==> src/rtl/npu_write_back_if.sv <==
// Write-back stage bus: job configuration, accumulator vector handshake, RAM write port and status.
interface npu_write_back_if #(
   parameter int LANES  = 16,
   parameter int ACC_W  = 20,
   parameter int DATA_W = 8,
   parameter int ADDR_W = 14
);
   logic                     start_write_back;
   logic [ADDR_W-1:0]        base_addr;
   logic [2:0]               bank_sel;
   logic [ADDR_W-1:0]        total_words;
   logic [3:0]               shift;
   logic                     relu_en;
   logic                     in_valid;
   logic                     in_ready;
   logic [LANES*ACC_W-1:0]   in_data;
   logic                     wr_en;
   logic [2:0]               ram_num;
   logic [ADDR_W-1:0]        ram_store_addr;
   logic [DATA_W-1:0]        wr_data;
   logic                     busy;
   logic                     stop_write_back;
   logic                     sat_flag;

   modport master (
      output start_write_back, base_addr, bank_sel, total_words, shift, relu_en,
      output in_valid, in_data,
      input  in_ready, wr_en, ram_num, ram_store_addr, wr_data, busy, stop_write_back, sat_flag
   );

   modport slave (
      input  start_write_back, base_addr, bank_sel, total_words, shift, relu_en,
      input  in_valid, in_data,
      output in_ready, wr_en, ram_num, ram_store_addr, wr_data, busy, stop_write_back, sat_flag
   );
endinterface

==> src/rtl/npu_write_back.sv <==
// Requantizes 16-lane accumulator vectors to int8 and streams the bytes into one RAM bank.
// First write one cycle after vector acceptance; in_ready stays low while a vector drains.
module npu_write_back #(
   parameter int LANES  = 16,
   parameter int ACC_W  = 20,
   parameter int DATA_W = 8,
   parameter int ADDR_W = 14
) (
   input logic             clk,
   input logic             reset,
   npu_write_back_if.slave bus
);
   localparam int LW = $clog2(LANES);
   localparam logic [LW-1:0] LAST_LANE = LW'(LANES - 1);
   localparam logic signed [ACC_W-1:0] Q_MAX = ACC_W'((1 << (DATA_W - 1)) - 1);
   localparam logic signed [ACC_W-1:0] Q_MIN = ~Q_MAX;

   typedef enum logic [1:0] {IDLE, WAIT_IN, DRAIN, DONE} state_t;
   state_t state, nxt_state;

   logic [ADDR_W-1:0] base_r, total_r;
   logic [2:0]        bank_r;
   logic [3:0]        shift_r;
   logic              relu_r;
   logic [ADDR_W-1:0] written, nxt_written;
   logic [LW-1:0]     lane_idx, nxt_lane;
   logic [DATA_W-1:0] lane_buf [LANES];
   logic [DATA_W-1:0] q_lane [LANES];
   logic [LANES-1:0]  q_sat;
   logic              start_acc, accept;

   logic              wr_en_r, in_ready_r, busy_r, stop_r, sat_r;
   logic [2:0]        ram_num_r;
   logic [ADDR_W-1:0] addr_r;
   logic [DATA_W-1:0] wr_data_r;
   logic              nxt_wr_en, nxt_in_ready, nxt_busy, nxt_stop, nxt_sat;
   logic [2:0]        nxt_ram_num;
   logic [ADDR_W-1:0] nxt_addr;
   logic [DATA_W-1:0] nxt_wr_data;

   // Returns {saturated, byte}; a ReLU clamp to zero never counts as saturation.
   function automatic logic [DATA_W:0] quantize(input logic signed [ACC_W-1:0] x,
                                                input logic [3:0] sh, input logic relu);
      logic signed [ACC_W-1:0] v;
      logic signed [ACC_W-1:0] s;
      logic [DATA_W:0]         res;
      v = (relu && x[ACC_W-1]) ? '0 : x;
      s = v >>> sh;
      if (s > Q_MAX)      res = {1'b1, Q_MAX[DATA_W-1:0]};
      else if (s < Q_MIN) res = {1'b1, Q_MIN[DATA_W-1:0]};
      else                res = {1'b0, s[DATA_W-1:0]};
      return res;
   endfunction

   always_comb begin
      for (int k = 0; k < LANES; k++)
         {q_sat[k], q_lane[k]} = quantize(bus.in_data[k*ACC_W +: ACC_W], shift_r, relu_r);
   end

   always_comb begin
      nxt_state   = state;
      nxt_written = written;
      nxt_lane    = lane_idx;
      nxt_sat     = sat_r;
      start_acc   = 1'b0;
      accept      = 1'b0;
      case (state)
         IDLE: begin
            if (bus.start_write_back) begin
               start_acc   = 1'b1;
               nxt_written = '0;
               nxt_sat     = 1'b0;
               nxt_state   = (bus.total_words == '0) ? DONE : WAIT_IN;
            end
         end
         WAIT_IN: begin
            if (bus.in_valid && in_ready_r) begin
               accept    = 1'b1;
               nxt_lane  = '0;
               nxt_sat   = sat_r | (|q_sat);
               nxt_state = DRAIN;
            end
         end
         DRAIN: begin
            nxt_written = written + 1'b1;
            if (nxt_written == total_r)
               nxt_state = DONE;
            else if (lane_idx == LAST_LANE)
               nxt_state = WAIT_IN;
            else
               nxt_lane = lane_idx + 1'b1;
         end
         DONE: nxt_state = IDLE;
         default: nxt_state = IDLE;
      endcase

      // Output registers are loaded with what the next state presents.
      nxt_wr_en    = (nxt_state == DRAIN);
      nxt_in_ready = (nxt_state == WAIT_IN);
      nxt_busy     = (nxt_state != IDLE);
      nxt_stop     = (nxt_state == DONE);
      nxt_ram_num  = nxt_wr_en ? bank_r : '0;
      nxt_addr     = nxt_wr_en ? ADDR_W'(base_r + nxt_written) : '0;
      nxt_wr_data  = '0;
      if (nxt_wr_en)
         nxt_wr_data = accept ? q_lane[0] : lane_buf[nxt_lane];
   end

   always_ff @(posedge clk or posedge reset) begin
      if (reset) begin
         state      <= IDLE;
         written    <= '0;
         lane_idx   <= '0;
         base_r     <= '0;
         total_r    <= '0;
         bank_r     <= '0;
         shift_r    <= '0;
         relu_r     <= 1'b0;
         for (int k = 0; k < LANES; k++) lane_buf[k] <= '0;
         wr_en_r    <= 1'b0;
         in_ready_r <= 1'b0;
         busy_r     <= 1'b0;
         stop_r     <= 1'b0;
         sat_r      <= 1'b0;
         ram_num_r  <= '0;
         addr_r     <= '0;
         wr_data_r  <= '0;
      end else begin
         state    <= nxt_state;
         written  <= nxt_written;
         lane_idx <= nxt_lane;
         if (start_acc) begin
            base_r  <= bus.base_addr;
            total_r <= bus.total_words;
            bank_r  <= bus.bank_sel;
            shift_r <= bus.shift;
            relu_r  <= bus.relu_en;
         end
         if (accept)
            for (int k = 0; k < LANES; k++) lane_buf[k] <= q_lane[k];
         wr_en_r    <= nxt_wr_en;
         in_ready_r <= nxt_in_ready;
         busy_r     <= nxt_busy;
         stop_r     <= nxt_stop;
         sat_r      <= nxt_sat;
         ram_num_r  <= nxt_ram_num;
         addr_r     <= nxt_addr;
         wr_data_r  <= nxt_wr_data;
      end
   end

   assign bus.wr_en           = wr_en_r;
   assign bus.in_ready        = in_ready_r;
   assign bus.busy            = busy_r;
   assign bus.stop_write_back = stop_r;
   assign bus.sat_flag        = sat_r;
   assign bus.ram_num         = ram_num_r;
   assign bus.ram_store_addr  = addr_r;
   assign bus.wr_data         = wr_data_r;
endmodule

==> src/flat_wrapper.sv <==
// flat-port wrapper written by rule: the top's interface ports become plain ports
module npu_write_back_flat 
#(
   parameter int LANES  = 16,
   parameter int ACC_W  = 20,
   parameter int DATA_W = 8,
   parameter int ADDR_W = 14
)
  (clk, reset, bus_start_write_back, bus_base_addr, bus_bank_sel, bus_total_words, bus_shift, bus_relu_en, bus_in_valid, bus_in_data, bus_in_ready, bus_wr_en, bus_ram_num, bus_ram_store_addr, bus_wr_data, bus_busy, bus_stop_write_back, bus_sat_flag);
  npu_write_back_if #(.LANES(LANES), .ACC_W(ACC_W), .DATA_W(DATA_W), .ADDR_W(ADDR_W)) bus_i ();
  input logic clk;
  input logic reset;
  input wire logic [$bits(bus_i.start_write_back)-1:0] bus_start_write_back;
  input wire logic [$bits(bus_i.base_addr)-1:0] bus_base_addr;
  input wire logic [$bits(bus_i.bank_sel)-1:0] bus_bank_sel;
  input wire logic [$bits(bus_i.total_words)-1:0] bus_total_words;
  input wire logic [$bits(bus_i.shift)-1:0] bus_shift;
  input wire logic [$bits(bus_i.relu_en)-1:0] bus_relu_en;
  input wire logic [$bits(bus_i.in_valid)-1:0] bus_in_valid;
  input wire logic [$bits(bus_i.in_data)-1:0] bus_in_data;
  output wire logic [$bits(bus_i.in_ready)-1:0] bus_in_ready;
  output wire logic [$bits(bus_i.wr_en)-1:0] bus_wr_en;
  output wire logic [$bits(bus_i.ram_num)-1:0] bus_ram_num;
  output wire logic [$bits(bus_i.ram_store_addr)-1:0] bus_ram_store_addr;
  output wire logic [$bits(bus_i.wr_data)-1:0] bus_wr_data;
  output wire logic [$bits(bus_i.busy)-1:0] bus_busy;
  output wire logic [$bits(bus_i.stop_write_back)-1:0] bus_stop_write_back;
  output wire logic [$bits(bus_i.sat_flag)-1:0] bus_sat_flag;
  assign bus_i.start_write_back = bus_start_write_back;
  assign bus_i.base_addr = bus_base_addr;
  assign bus_i.bank_sel = bus_bank_sel;
  assign bus_i.total_words = bus_total_words;
  assign bus_i.shift = bus_shift;
  assign bus_i.relu_en = bus_relu_en;
  assign bus_i.in_valid = bus_in_valid;
  assign bus_i.in_data = bus_in_data;
  assign bus_in_ready = bus_i.in_ready;
  assign bus_wr_en = bus_i.wr_en;
  assign bus_ram_num = bus_i.ram_num;
  assign bus_ram_store_addr = bus_i.ram_store_addr;
  assign bus_wr_data = bus_i.wr_data;
  assign bus_busy = bus_i.busy;
  assign bus_stop_write_back = bus_i.stop_write_back;
  assign bus_sat_flag = bus_i.sat_flag;
  npu_write_back #(.LANES(LANES), .ACC_W(ACC_W), .DATA_W(DATA_W), .ADDR_W(ADDR_W)) u_core (.clk(clk), .reset(reset), .bus(bus_i));
endmodule
==> config.mk <==
export PLATFORM = sky130hd
export DESIGN_NAME = npu_write_back_flat
export DESIGN_NICKNAME = d
export VERILOG_FILES = /design/src/rtl/npu_write_back_if.sv /design/src/rtl/npu_write_back.sv /design/src/flat_wrapper.sv
export SDC_FILE = /design/constraint.sdc
export NUM_CORES = 2
export LEC_CHECK = 0
export ABC_AREA = 1
export CAP_MARGIN = 20
export CORE_MARGIN = 1.5
export CORE_UTILIZATION = 33
export CTS_CLUSTER_DIAMETER = 30
export DETAILED_ROUTE_END_ITERATION = 6
export PLACE_DENSITY_LB_ADDON = 0.12
export SLEW_MARGIN = 20
export SYNTH_ARGS = -nofsm -noshare
export SYNTH_HDL_FRONTEND = slang
export SYNTH_SLANG_ARGS = --single-unit
==> constraint.sdc <==
create_clock -name clk -period 18.75 [get_ports clk]
set_input_delay 4.6875 -clock clk [delete_from_list [all_inputs] [get_ports clk]]
set_output_delay 4.6875 -clock clk [all_outputs]
set_load 0.02 [all_outputs]
# After elaboration in Yosys (flattened, before gate mapping)
# Cells that the tools add are included.
# classes
addsub	3
magnitude_cmp	33
n_eq_ne	10
shifts	16
mux	74
bitwise_logic	2
reduce_logical	23
# op_table
operator	count
20-bit by 8-bit > comparator with 1-bit output (second input constant)	16
20-bit by 8-bit less-than comparator with 1-bit output (second input constant)	16
20-bit 2-to-1 mux	16
20-bit by 4-bit >>> shifter with 20-bit output	16
9-bit 2-to-1 mux	32
8-bit binary-select mux with 4-bit select	1
8-bit 2-to-1 mux	4
14-bit 2-to-1 mux	2
14-bit case mux with 2 select lines	1
1-bit logical AND	17
16-bit OR reduction	1
14-bit by 1-bit adder with 14-bit output (second input constant)	1
14-bit adder	1
14-bit == test	1
14-bit logical NOT	1
4-bit 2-to-1 mux	3
2-bit 2-to-1 mux	5
2-bit == test (second input constant)	4
2-bit case mux with 4 select lines	1
4-bit case mux with 2 select lines	1
1-bit 2-to-1 mux	6
5-bit greater-or-equal comparator (second input constant)	1
4-bit NOT with 5-bit output	1
4-bit by 1-bit adder with 4-bit output (second input constant)	1
10 further kinds	12
# totals
reg_bits	214
input_bits	360
word_cells	193

# Logic depth before layout (Yosys ltp)
# depth
depth_word	10
depth_mapped	25
mapped_depth_nobuf	23

# Worst setup path after synthesis
# No wires, ideal clock.
# synth_path
path_kind	input to register
from	input bus_start_write_back
to	register u_core.addr_r[12], in the netlist u_core.bus.ram_store_addr[12]
setup_ns	0.077
arrival_time_ns	7.043
required_ns	18.673
slack_ns	11.630
stages	18
path_cell_list	nor2_1 -> nor2_1 -> clkbuf_1 -> o21ai_0 -> ha_1 -> inv_1 -> fa_1 -> o31ai_1 -> a21oi_1 -> nor2_1 -> o21ai_0 -> nand2_1 -> nand2_1 -> inv_1 -> o21ai_0 -> nand2_1 -> o21ai_0 -> a21oi_1
# synth_between
elab_chain_cells	4
word_cells_on_any_way	7
classes_between	add/sub: 1; eq/ne: 1; mux: 5
# synth_lines
item	line	rtl
start: declaration	flat_wrapper.sv:13	input wire logic [$bits(bus_i.start_write_back)-1:0] bus_start_write_back;
14-bit 2-to-1 mux	npu_write_back.sv:69	if (bus.start_write_back) begin
14-bit case mux with 2 select lines	npu_write_back.sv:67	case (state)
net u_core.nxt_written[0]	npu_write_back.sv:25	logic [ADDR_W-1:0] written, nxt_written;
14-bit adder	npu_write_back.sv:103	nxt_addr = nxt_wr_en ? ADDR_W'(base_r + nxt_written) : '0;
14-bit 2-to-1 mux	npu_write_back.sv:103	
net u_core.nxt_addr[12]	npu_write_back.sv:38	logic [ADDR_W-1:0] nxt_addr;
end signal: assignment	npu_write_back.sv:147	addr_r <= nxt_addr;
end: declaration	npu_write_back.sv:34	logic [ADDR_W-1:0] addr_r;
# The timed path passes the listed nets, and every way through them passes these cells.
# A chain may end at the register's enable or synchronous reset.

# Final worst setup path
# layout_path
from	input bus_in_data[199]
to	register u_core.sat_r, in the netlist u_core.bus.sat_flag
# layout_between
elab_chain_cells	10
word_cells_on_any_way	11
classes_between	order compare: 2; shift: 1; mux: 5; bitwise: 1; reduce/logical: 2
# layout_lines
item	line	rtl
start: declaration	flat_wrapper.sv:20	input wire logic [$bits(bus_i.in_data)-1:0] bus_in_data;
1-bit logical AND	npu_write_back.sv:47	v = (relu && x[ACC_W-1]) ? '0 : x;
20-bit 2-to-1 mux (*)	npu_write_back.sv:47	
20-bit by 4-bit >>> shifter with 20-bit output (*)	npu_write_back.sv:48	s = v >>> sh;
20-bit by 8-bit less-than comparator with 1-bit output	npu_write_back.sv:50	else if (s < Q_MIN) res = {1'b1, Q_MIN[DATA_W-1:0]};
9-bit 2-to-1 mux	npu_write_back.sv:50	
9-bit 2-to-1 mux (*)	npu_write_back.sv:49	if (s > Q_MAX) res = {1'b1, Q_MAX[DATA_W-1:0]};
16-bit OR reduction (*)	npu_write_back.sv:80	nxt_sat = sat_r | (|q_sat);
1-bit OR (*)	npu_write_back.sv:80	
1-bit 2-to-1 mux (*)	npu_write_back.sv:77	if (bus.in_valid && in_ready_r) begin
1-bit case mux with 2 select lines (*)	npu_write_back.sv:67	
end signal: assignment	npu_write_back.sv:145	sat_r <= nxt_sat;
end: declaration	npu_write_back.sv:32	logic wr_en_r, in_ready_r, busy_r, stop_r, sat_r;
# Mark *: on every way between the ends. The rest lies on a longest branch, timed or not. The select of a mux whose other input is x is not followed.

==> flow_summary.ini <==
[routing]
wire_per_inst_microns = 22.7
drtPass1Iterations = 6
via_count = 30300
ant_nets = 0
total_wirelength_of_the_detailed_routed_design_microns = 125000
drt_first_iter_violations = 3710
vias_per_std_cell = 5.52
drc_viols = 0

[min_path]
hold_depth = 2
worstHoldStart = u_core.bank_r[1]
min-delay-path-class = flip-flop to flip-flop
endpoint_with_the_worst_hold_slack = u_core.bus.ram_num[1]

[place]
place.detailed.instances = 5371
port_buffers = 389
hpwlAfterDp_microns = 98400
place.gp.congestion = 1.04
dpl-instance-area_sq_um = 28500

[die]
initial_utilization = 0.333
floorplan.core_area_sq_um = 73000
num_rows = 99
die_width_microns = 275
chipHeight_microns = 275
dieArea_sq_um = 75400
pin_count = 390

[cells_and_area]
multi_input_comb_area_sq_um = 16300
final_cell_count_no_fill = 5495
ff_latch_area_sq_um = 5370
drive_above_1_share = 0.0464
finalInstanceArea_sq_um = 30700
num-nets-final = 4853
n_fill_cell = 8044
flow.area_growth_from_synthesis_pct = 26.3

[yosys]
yosys_most_used_dff = sky130_fd_sc_hd__dfrtp_1
yosys_cell_types = 62
synth_fp_nets = 4664
synth.ff_latch_count = 214
synth-edff-count = 0
mappedNetlistArea_sq_um = 24300
synthCells = 4285
synth_seq_area_share = 0.220
synth_warnings = 0
postSynthAreaPerCell_sq_um = 5.68
synthArstFlopShare = 1.00

[sta]
timing.max_slew.rel_slack = 0.245
rsz_0062_raised_after_global_routing = false
hold_viol = 0
setup_total_negative_slack_ns = 0
post-route-period-util = 0.427
post-route-min-period_ns = 8.00
max_freq_mhz = 125
tightestPinTransition_ns = 1.12
whs_ns = 0.478
report.final.setup_viol = 0
slew_violations = 0
worst_clock_skew_ns = 0.0256

[clocking]
postCtsSetupRepairBufs = 0
post_cts_hold_buffer_count = 0
cts_max_path_buffers = 3
ctsResizeCount = 0
clk_pin_slew_ns = 0.04
cts_buffers = 60
clockRootBuffer = sky130_fd_sc_hd__clkbuf_16
ctsHtreeMaxLevel = 2
clk-insertion-delay-late_ns = 0.62
clock-sinks = 214
tritoncts = built

[power]
ir_drop_mv = 0.131
internal_power_mw = 2.71
share_of_total_power_in_sequential_cells = 0.126
leakage_nw = 14.1
power.combinational.fraction = 0.695
power.net_switching_mw = 3.57
power_frac_clock = 0.178
netSwitchingFraction = 0.569
power_density_nw_per_um2 = 204

[global_route]
grt_overflow = 0
grt_start_max_net_pins = 159
grt_antenna_before_repair = 24
grt_first_pass_wirelength_microns = 182000
vias_in_the_first_global_route = 27400
grt_util_all_layers = 0.323

[setup_path]
critPathCaptureType = flip-flop
cpPeakStageDelay_ns = 0.50
path_max_fanout = 12
path_class = primary input to flip-flop
reg2reg_to = u_core.bus.sat_flag
worst_r2r_startpoint = u_core.shift_r[1]
critPathRequiredTime_ns = 19.23
reg2reg_slack_ns = 13.41
cp_slowest_cell = sky130_fd_sc_hd__clkdlybuf4s50_1
critical_path.cell_chain = clkdlybuf4s50_1 -> nand2_1 -> inv_2 -> nor2_1 -> nand2_1 -> o21ai_0 -> o21ai_0 -> o21ai_0 -> nand2_1 -> nor3_1 -> a21oi_1 -> o21ai_2 -> nand2_1 -> nor2_1 -> nand2_1 -> nor2_1 -> nand2_1 -> nand2_1 -> a21oi_1
critical_path.startpoint_type = primary input
cp.arrival_ns = 8.48
cell_mode_on_critical_path = sky130_fd_sc_hd__nand2_1
rr_worst_depth = 18

[status]
run_status = finished clean

[run]
max-cap-violations = 0
[registers in the layout, indices dropped and copies added (netlist names), 2 cells and up]
name and flops:
u_core.base_r 14, u_core.shift_r 4, u_core.total_r 14, u_core.bank_r 3, u_core.state 2, u_core.lane_idx 4, u_core.bus.ram_store_addr 14, u_core.bus.ram_num 3
u_core.lane_buf 128, u_core.written 14, u_core.bus.wr_data 8
[cells in the mapped netlist, types with 37 or more instances]
library cell	instances	area [sq um]
sky130_fd_sc_hd__inv_1	352	1320
sky130_fd_sc_hd__o211ai_1	138	1040
sky130_fd_sc_hd__nand3_1	258	1290
sky130_fd_sc_hd__nor3_1	59	295
sky130_fd_sc_hd__o21ai_0	630	3150
sky130_fd_sc_hd__nand2_1	1501	5630
sky130_fd_sc_hd__nor2_1	290	1090
sky130_fd_sc_hd__a22oi_1	82	616
sky130_fd_sc_hd__o21ai_1	37	185
sky130_fd_sc_hd__dfrtp_1	214	5360
sky130_fd_sc_hd__a31oi_1	44	275
sky130_fd_sc_hd__clkbuf_1	156	586
sky130_fd_sc_hd__buf_1	50	188
sky130_fd_sc_hd__a21oi_1	133	666
sky130_fd_sc_hd__buf_2	70	350
[cell type report]
cell class                      count  share of cell area
Timing Repair Buffer              422               0.135
Clock inverter                     30              0.0160
Clock buffer                       83              0.0569
Multi-Input combinational cell   3409               0.531
Antenna cell                       11            0.000896
Inverter                          367              0.0460
Sequential cell                   214               0.175
Tap cell                          959              0.0390
[kinds of logic (layout without fill, tap and decap cells)]
group,after synthesis,in the layout,share of synthesized area
and+or+nand+nor,2186,2186,0.366
AOI/OAI and AO/OA,1162,1162,0.278
buffers and inverters,662,902,0.109
DFF,214,214,0.220
muxes,30,30,0.0123
adders and majority gates,19,19,0.0101
xor gates and xnor gates,12,12,0.00432
other,0,11,0
[stage by stage]
stage	setup slack [ns]	total power, mW	utilization
floorplan	8.21	3.77	-
global placement	10.10	5.05	0.390
detailed placement	10.21	5.03	0.390
CTS	10.82	6.17	0.421
global route	10.38	6.78	0.421
finish	10.75	6.28	0.421
[per-layer routing]
layer / vias up / GRT usage / wire length [microns]
met3: 167 / 0.0701 / 11700
met4: 12 / 0.115 / 4580
met2: 1381 / 0.454 / 49900
met1: 14100 / 0.478 / 58300
li1: 14700 / - / -
met5: - / 0 / 78
[critical path, delay by kind of cell]
kind	cells	cell delay, ns
buffers and inverters	2	0.71
and+or+nand+nor	11	1.93
AOI/OAI and AO/OA	6	1.14
[worst max path at each step]
stage	to	slack, ns	start
after floorplan	u_core.bank_r[0]	8.21	reset
after global placement	u_core.bus.sat_flag	10.10	bus_in_data[199]
after detailed placement	u_core.bus.sat_flag	10.21	bus_in_data[199]
after CTS	u_core.bus.sat_flag	10.82	bus_in_data[199]
after global routing	u_core.bus.sat_flag	10.38	bus_in_data[199]
final	u_core.bus.sat_flag	10.75	bus_in_data[199]
[power by group through the flow]
| stage | Combinational, mW | Sequential [mW] | Clock [mW] |
|---|---|---|---|
| global route | 4.81 | 0.815 | 1.16 |
| CTS | 4.25 | 0.793 | 1.13 |
| floorplan | 3.03 | 0.736 | 0 |
| finish | 4.37 | 0.794 | 1.12 |
| detailed placement | 4.23 | 0.796 | 0 |
| global placement | 4.26 | 0.796 | 0 |
[cell usage in the layout, fill, tap and decap left out, types with 36 or more instances in the layout]
| cell type | n |
|---|---|
| sky130_fd_sc_hd__nand2_1 | 1501 |
| sky130_fd_sc_hd__o21ai_0 | 630 |
| sky130_fd_sc_hd__clkdlybuf4s50_1 | 389 |
| sky130_fd_sc_hd__inv_1 | 348 |
| sky130_fd_sc_hd__nor2_1 | 289 |
| sky130_fd_sc_hd__nand3_1 | 258 |
| sky130_fd_sc_hd__dfrtp_1 | 210 |
| sky130_fd_sc_hd__o211ai_1 | 138 |
| sky130_fd_sc_hd__a21oi_1 | 133 |
| sky130_fd_sc_hd__a22oi_1 | 82 |
| sky130_fd_sc_hd__clkbuf_16 | 60 |
| sky130_fd_sc_hd__nor3_1 | 59 |
| sky130_fd_sc_hd__a31oi_1 | 44 |
| sky130_fd_sc_hd__o21ai_1 | 36 |
Note: power is estimated with default switching activity, not from simulation.
